File: src/rtl/sh2_sci_rx.sv
// sh2_sci_rx: SCI receiver, asynchronous mode. 16x oversampling, 7/8 data bits, optional parity.
// Optional multiprocessor framing (MPB bit, MPIE filtering) is enabled by defining SCI_MP_EN.
module sh2_sci_rx #(
    parameter int SYNC_STAGES = 2
) (
    input  logic       clk,
    input  logic       rst_n,
    input  logic       ce,
    input  logic       rxd,
    input  logic [7:0] smr,
    input  logic [7:0] brr,
    input  logic       re,
    input  logic       rie,
    input  logic       rdrf_clr,
    input  logic       orer_clr,
    input  logic       fer_clr,
    input  logic       per_clr,
    output logic [7:0] rdr,
    output logic       rdrf,
    output logic       orer,
    output logic       fer,
    output logic       per,
    output logic       rxi,
    output logic       eri,
    output logic       busy
`ifdef SCI_MP_EN
    ,
    input  logic       mpie,
    output logic       mpb,
    output logic       mpie_clr
`endif
);

    typedef enum logic [2:0] {
        S_IDLE,
        S_START,
        S_DATA,
        S_EXTRA,
        S_STOP
    } state_t;

    state_t state, state_nxt;

    logic       chr, pe, oe;
    logic [1:0] cks;
    logic       extra_en, par_chk;

    assign chr = smr[6];
    assign pe  = smr[5];
    assign oe  = smr[4];
    assign cks = smr[1:0];

`ifdef SCI_MP_EN
    logic mp_mode;
    logic unused_smr;
    assign mp_mode    = smr[2];
    assign extra_en   = mp_mode | pe;
    assign par_chk    = pe & ~mp_mode;
    assign unused_smr = ^{smr[7], smr[3]};
`else
    logic unused_smr;
    assign extra_en   = pe;
    assign par_chk    = pe;
    assign unused_smr = ^{smr[7], smr[3], smr[2]};
`endif

    // ------------------------------------------------------------------
    // RXD synchroniser and falling-edge detect
    // ------------------------------------------------------------------
    logic [SYNC_STAGES-1:0] sync_q;
    logic                   rxd_s, rxd_prev, start_edge;

    // NOTE: sequential state is updated with non-blocking assignments only;
    // the synchroniser resets to all ones so reset release never looks like a start bit.
    always_ff @(posedge clk or negedge rst_n) begin
        if (!rst_n) begin
            sync_q   <= '1;
            rxd_prev <= 1'b1;
        end else if (ce) begin
            sync_q   <= {sync_q[SYNC_STAGES-2:0], rxd};
            rxd_prev <= rxd_s;
        end
    end

    assign rxd_s      = sync_q[SYNC_STAGES-1];
    assign start_edge = rxd_prev & ~rxd_s;

    // ------------------------------------------------------------------
    // Sample tick generator: free-running /4^(CKS+1) prescaler, then /(BRR+1)
    // ------------------------------------------------------------------
    logic [7:0] pre_cnt, pre_mask, brr_cnt;
    logic       pre_tick, brr_wrap, tick;

    always_comb begin
        case (cks)
            2'd0:    pre_mask = 8'h03;
            2'd1:    pre_mask = 8'h0F;
            2'd2:    pre_mask = 8'h3F;
            default: pre_mask = 8'hFF;
        endcase
    end

    assign pre_tick = (pre_cnt & pre_mask) == pre_mask;
    // >= rather than == so a BRR reduced below the running count wraps at once
    assign brr_wrap = brr_cnt >= brr;
    assign tick     = ce & pre_tick & brr_wrap;

    always_ff @(posedge clk or negedge rst_n) begin
        if (!rst_n) begin
            pre_cnt <= 8'h00;
            brr_cnt <= 8'h00;
        end else if (ce) begin
            pre_cnt <= pre_cnt + 8'd1;
            if (pre_tick)
                brr_cnt <= brr_wrap ? 8'h00 : brr_cnt + 8'd1;
        end
    end

    // ------------------------------------------------------------------
    // Frame FSM
    // ------------------------------------------------------------------
    logic [3:0] tick_cnt;
    logic [2:0] bit_cnt;
    logic       halt, last_bit;
    logic       sample, shift_en, extra_en_s, frame_end;

    assign halt     = orer | fer | per;
    assign last_bit = bit_cnt == (chr ? 3'd6 : 3'd7);

    always_ff @(posedge clk or negedge rst_n) begin
        if (!rst_n)
            state <= S_IDLE;
        else if (ce)
            state <= state_nxt;
    end

    always_comb begin
        state_nxt = state;
        if (!re) begin
            state_nxt = S_IDLE;
        end else begin
            case (state)
                S_IDLE:  if (start_edge && !halt) state_nxt = S_START;
                S_START: if (sample) state_nxt = rxd_s ? S_IDLE : S_DATA;
                S_DATA:  if (sample && last_bit) state_nxt = extra_en ? S_EXTRA : S_STOP;
                S_EXTRA: if (sample) state_nxt = S_STOP;
                S_STOP:  if (sample) state_nxt = S_IDLE;
                default: state_nxt = S_IDLE;
            endcase
        end
    end

    // NOTE: every always_comb output gets a default first, so no latch is inferred.
    always_comb begin
        busy       = 1'b0;
        sample     = 1'b0;
        shift_en   = 1'b0;
        extra_en_s = 1'b0;
        frame_end  = 1'b0;
        if (state != S_IDLE) begin
            busy   = 1'b1;
            sample = tick && (tick_cnt == 4'd7);
        end
        case (state)
            S_DATA:  shift_en   = sample;
            S_EXTRA: extra_en_s = sample;
            S_STOP:  frame_end  = sample & re;
            default: ;
        endcase
    end

    // ------------------------------------------------------------------
    // Bit datapath
    // ------------------------------------------------------------------
    logic [7:0] data_q;
    logic       extra_q, stop_q, done_q;

    always_ff @(posedge clk or negedge rst_n) begin
        if (!rst_n) begin
            tick_cnt <= 4'd0;
            bit_cnt  <= 3'd0;
            data_q   <= 8'h00;
            extra_q  <= 1'b0;
            stop_q   <= 1'b1;
            done_q   <= 1'b0;
        end else if (ce) begin
            if (state == S_IDLE)
                tick_cnt <= 4'd0;
            else if (tick)
                tick_cnt <= tick_cnt + 4'd1;

            if (state == S_START) begin
                bit_cnt <= 3'd0;
                data_q  <= 8'h00;
            end else if (shift_en) begin
                bit_cnt         <= bit_cnt + 3'd1;
                data_q[bit_cnt] <= rxd_s;
            end

            if (extra_en_s)
                extra_q <= rxd_s;
            if (frame_end)
                stop_q <= rxd_s;
            done_q <= frame_end;
        end
    end

    // ------------------------------------------------------------------
    // Completion: load RDR and update status flags one cycle after the stop sample
    // ------------------------------------------------------------------
    logic par_err, discard, take;
    logic rdr_load, rdrf_set, orer_set, fer_set, per_set;

    always_comb begin
        par_err = par_chk & (((^data_q) ^ extra_q) != oe);
`ifdef SCI_MP_EN
        discard = mp_mode & mpie & ~extra_q;
`else
        discard = 1'b0;
`endif
        take     = done_q & ~discard;
        orer_set = take & rdrf;
        rdr_load = take & ~rdrf;
        fer_set  = rdr_load & ~stop_q;
        per_set  = rdr_load & par_err;
        rdrf_set = rdr_load & stop_q & ~par_err;
    end

    // Set has priority over a coincident clear pulse
    always_ff @(posedge clk or negedge rst_n) begin
        if (!rst_n) begin
            rdr  <= 8'h00;
            rdrf <= 1'b0;
            orer <= 1'b0;
            fer  <= 1'b0;
            per  <= 1'b0;
        end else if (ce) begin
            if (rdr_load)
                rdr <= chr ? {1'b0, data_q[6:0]} : data_q;
            rdrf <= rdrf_set | (rdrf & ~rdrf_clr);
            orer <= orer_set | (orer & ~orer_clr);
            fer  <= fer_set  | (fer  & ~fer_clr);
            per  <= per_set  | (per  & ~per_clr);
        end
    end

    assign rxi = rdrf & rie;
    assign eri = halt & rie;

`ifdef SCI_MP_EN
    always_ff @(posedge clk or negedge rst_n) begin
        if (!rst_n)
            mpb <= 1'b0;
        else if (ce && done_q && mp_mode)
            mpb <= extra_q;
    end

    // done_q lasts exactly one enabled cycle, so this is a single-cycle pulse
    assign mpie_clr = ce & done_q & mp_mode & mpie & extra_q;
`endif

endmodule

File: config.mk
export PLATFORM = sky130hd
export DESIGN_NAME = sh2_sci_rx
export DESIGN_NICKNAME = d
export VERILOG_FILES = /design/src/rtl/sh2_sci_rx.sv
export SDC_FILE = /design/constraint.sdc
export NUM_CORES = 1
export LEC_CHECK = 0
export ABC_AREA = 1
export CAP_MARGIN = 10
export CORE_MARGIN = 3
export CORE_UTILIZATION = 50
export DETAILED_ROUTE_END_ITERATION = 10
export PLACE_DENSITY_LB_ADDON = 0.12
export SETUP_SLACK_MARGIN = 0.02
export SYNTH_ARGS = -nofsm -noshare
export SYNTH_HDL_FRONTEND = slang
export SYNTH_SLANG_ARGS = --single-unit
export TNS_END_PERCENT = 50
File: constraint.sdc
create_clock -name clk -period 2.5 [get_ports clk]
set_input_delay 0.375 -clock clk [delete_from_list [all_inputs] [get_ports clk]]
set_output_delay 0.375 -clock clk [all_outputs]
set_load 0.1 [all_outputs]
* Word level (Yosys, flattened, before mapping) *
Cells that the tools add are included.
W data, S select, Z words.

word-level totals
  register bits after elaboration = 52
  input bits = 26

cells by class
  equality and inequality tests = 15
  reduce and logical (&&, ||, !) cells = 18
  add/sub/neg operators = 4
  bitwise operators = 33
  multiplexer cells = 27
  order comparisons = 3

operators with widths
  cell                   count
  $mux W8                4
  $mux W3                9
  $pmux W8 S3            1
  $and A1 B1 Y1          17
  $add A8 B1 Y8 const B  2
  $ne A3 B3 Y1 const B   5
  $pmux W3 S5            1
  $reduce_and A2 Y1      6
  $and A8 B8 Y8          1
  $bwmux W8              1
  $eq A8 B8 Y1           1
  $ge A8 B8 Y1           1
  $mux W4                2
  $not A1 Y1             8
  $reduce_xor A8 Y1      1
  $mux W1                7
  $eq A3 B2 Y1 const B   2
  $or A1 B1 Y1           6
  $reduce_and A6 Y1      1
  $add A4 B1 Y4 const B  1
  $eq A4 B3 Y1 const B   1
  $logic_and A1 B1 Y1    4
  $lt A3 B4 Y1 const B   1
  $reduce_bool A2 Y1     2
  other kinds (15)       15

* Logic depth before layout (Yosys ltp) *
  depth after elaboration = 12
  depth in mapped cells = 15

* Worst setup path before layout *
OpenSTA, ideal clock, no wires.

  path type = register to output
  start point = register fer
  end point = output port eri
  arrival time = 2.380 ns
  path slack = -0.255 ns
  buffers on the path = 0
  required time = 2.125 ns
  stages on the path, launching flop included = 3
  cell sequence = dfrtp_1 -> nor3_1 -> nor2_1

between the ends
  word-level cells in the longest chain between the ends = 3

ends and longest elaborated chain
  item                       RTL line  text
  start: declaration         21        output logic fer,
  start signal: assignment   242       fer <= fer_set | (fer & ~fer_clr);
  $or A1 B1 Y1 (2 in a row)  127       assign halt = orer | fer | per;
  $and A1 B1 Y1              248       assign eri = halt & rie;
  end: declaration           24        output logic eri,

Every way passes these cells.

* Worst setup path after layout *
  start point = input port brr[7]
  end point = register data_q[0]

between the ends
  word-level cells in the longest chain between the ends = 7

ends and longest elaborated chain
  item                            RTL line  text
  start: declaration              11        input logic [7:0] brr,
  $ge A8 B8 Y1                    105       assign brr_wrap = brr_cnt >= brr;
  $and A1 B1 Y1                   106       assign tick = ce & pre_tick & brr_wrap;
  $logic_and A1 B1 Y1             162       sample = tick && (tick_cnt == 4'd7);
  $mux W1                         160       if (state != S_IDLE) begin
  $mux W1                         164       case (state)
  $reduce_bool A2 Y1 (no line)    n/a
  $reduce_and A2 Y1 (no line)     n/a
  end signal: indexed assignment  197       data_q[bit_cnt] <= rxd_s;
  end: declaration                175       logic [7:0] data_q;

Every way passes these cells.
A chain may end at the register's enable or synchronous reset.

==> impl_metrics.py <==
metrics = {
    "run_status": {
        "outcome": "finished, final reports clean",
    },
    "cells_and_area": {
        "fillers": 500,
        "drive_gt1_share_pct": 11.6,
        "fin_nets": 467,
        "final_util_pct": 63.1,
        "areaGrowthSynthToFinish_pct": 19.5,
        "design_area_um2": 3560,
        "num_antenna_cells": 0,
    },
    "worst_setup_path": {
        "worstPathArrival_ps": 2370,
        "worst_ep_required_time_ps": 2700,
        "critPathMaxFanout": 5,
        "cp-start-kind": "input port",
        "cp-end-kind": "flip-flop",
        "critPathKind": "in -> reg",
        "reg2reg_depth": 11,
    },
    "power": {
        "sw_frac_of_total_pct": 40.6,
        "p_per_area_nw_per_um2": 745,
        "pwr-share-clk_pct": 18.4,
        "peakVddDrop_uv": 822,
        "sequentialPowerShare_pct": 43.0,
        "pwr-share-comb_pct": 38.5,
        "totalPowerFinal_mw": 2.65,
        "leakage_nw": 1.81,
        "p_int_mw": 1.57,
        "p_sw_mw": 1.08,
    },
    "synthesis": {
        "synth_ff_type": "dfrtp_1",
        "async_reset_ff_share_pct": 100,
        "syn_inst": 383,
        "yosysSeqAreaShare_pct": 43.9,
        "synth_edf_count": 0,
        "yosysTopAreaCell": "dfrtp_1",
        "ys_ff_latch": 52,
        "syn_area_um2": 2980,
        "synth_commonest_cells": "nand2_1 (119), dfrtp_1 (48), inv_1 (43)",
        "yosys_warnings": 0,
        "synth_top_area_share_pct": 40.3,
        "synthMostInstantiatedCell": "nand2_1",
        "synth.distinct_cells": 33,
        "synth_nets": 421,
        "syn_area_per_cell_um2": 7.78,
        "synth_area_leaders": "dfrtp_1 (40%), nand2_1 (15%), nand3_1 (6.4%)",
    },
    "clocking": {
        "cts_buffer_depth": 2,
        "post-cts-setup-buffers": 0,
        "numCtsBuffers": 5,
        "root_buffer": "clkbuf_8",
        "cts.sinks": 52,
        "h-tree-depth": 2,
        "clkLatencyLatePin_ps": 310,
        "clkTransAtPathRegs_ps": 100,
        "cts_resized": 0,
        "cts-hold-fix-buffers": 0,
        "tritoncts": "done",
    },
    "floorplan": {
        "core.rowCount": 27,
        "dieWidth_um": 83.2,
        "start_util_pct": 52.8,
        "coreArea_um2": 5640,
        "die-area_um2": 6920,
        "ios": 41,
        "die_h_um": 83.2,
    },
    "sta": {
        "fmax_ghz": 0.461,
        "tightest_slew_ps": 662,
        "setup_viol_count_final": 0,
        "fin_setup_tns_ps": 0,
        "skew_ps": 10.2,
        "period_share_pct": 86.7,
        "fin_crit_ps": 2170,
        "slew_headroom_pct": 55.9,
        "rsz0062_at_grt": "false",
        "slew_viol_final": 0,
        "finalHoldViolCount": 0,
    },
    "drt": {
        "detail-route-antenna-nets": 0,
        "wirelength_um": 6110,
        "via_count": 2533,
        "wl_per_cell_um": 12.2,
        "drc": 0,
        "drtIter0Drc": 133,
        "viasPerCell": 5.05,
        "drt-pass1-iter-count": 4,
    },
    "global_routing": {
        "grt_pass1_wl_um": 10900,
        "grt.total_usage_pct": 18.8,
        "grt_overflow_total": 0,
        "grt_max_degree": 53,
        "antenna_found_initial": 0,
        "grt_pass1_vias": 2401,
    },
    "flow_run": {
        "max_cap_violations": 0,
    },
    "place": {
        "finalWeightedCongestion": 0.868,
        "dp_hpwl_um": 4640,
        "io_buffers": 37,
        "placed_cell_area_um2": 3470,
    },
    "worst_hold_path": {
        "holdCritPathClass": "in -> async",
    },
}
## cell usage in the layout, fill, tap and decap left out, types with 9 or more instances in the layout
cell,n
nand2_1,119
dfrtp_1,48
inv_1,43
nand3_1,38
nor2_1,24
buf_4,22
clkdlybuf4s50_1,21
o21ai_0,17
a21oi_1,13
ha_1,12
nand4_1,11
xnor2_1,10
xor2_1,9
## final timing paths
| path | start | endpoint | slack [ps] |
|---|---|---|---|
| worst max-delay path | brr[7] | data_q[0] | 330 |
| worst min-delay path | rst_n | pre_cnt[5] | 170 |
| worst max register to register | brr_cnt[6] | data_q[0] | 460 |
| worst min register to register | sync_q[0] | sync_q[0] | 470 |
| max in group asynchronous | rst_n | data_q[1] | 1890 |
| min in group clk | sync_q[0] | sync_q[0] | 470 |
## routing by layer
| layer | wire, um | share of wire [%] | up-vias | GRT usage [%] |
|---|---|---|---|---|
| li1 | - | - | 1318 | - |
| met1 | 3020 | 49 | 1154 | 26.8 |
| met2 | 2770 | 45 | 54 | 29.0 |
| met3 | 245 | 4.0 | 7 | 3.67 |
| met4 | 83 | 1.4 | 0 | 5.65 |
| met5 | 0 | 0 | - | 0 |
## layout make-up
class                           instances  area, um^2  share of cell area, %
Sequential cell                        52        1310                   36.7
Timing Repair Buffer                   47         440                   12.4
Clock inverter                          3        23.8                  0.668
Clock buffer                            5        68.8                   1.93
Tap cell                               72        90.1                   2.53
Multi-Input combinational cell        278        1460                   41.0
Inverter                               45         169                   4.75
## cell families after synthesis
kind of cell	count (synthesis)	synth area share (%)
simple gates	211	31.8
buf+inv	53	7.18
flops	52	43.9
compound gates	36	6.51
xor+xnor	19	5.59
fa+ha+maj	12	5.04
## state kept, by name, summed over array words and instances, names as in the netlist
register and cells:
bit_cnt 3, brr_cnt 8, data_q 8, done_q 1, extra_q 1, fer 1, orer 1, per 1
pre_cnt 8, rdr 8, rdrf 1, rxd_prev 1, state 3, stop_q 1, sync_q 2, tick_cnt 4
## worst max-delay path: stages
cell and delay (ps):
clkdlybuf4s50_1 450, inv_1 40, ha_1 280, nand2_1 80, nor2_1 180, nand4_1 110, nand3_1 260, nand4_4 150
nand2_4 120, buf_4 150, nand3_1 60, nand2_1 70, nand2_1 50
## metrics by stage
stage          std cells  worst slack [ps]  hold slack, ps
2_1_floorplan        383               189            79.4
3_3_place_gp         494              30.3             456
3_5_place_dp         494              3.44             456
4_1_cts              502               331             192
5_1_grt              502               183             222
6_report             502               332             172
## power groups by stage
stage	combinational (mW)	clock [mW]	sequential (mW)
floorplan	0.776	0	1.11
global placement	0.981	0	1.15
detailed placement	1.02	0	1.16
CTS	1.03	0.510	1.14
global route	1.16	0.543	1.17
finish	1.02	0.488	1.14
Power figures use the tool's default switching activity.
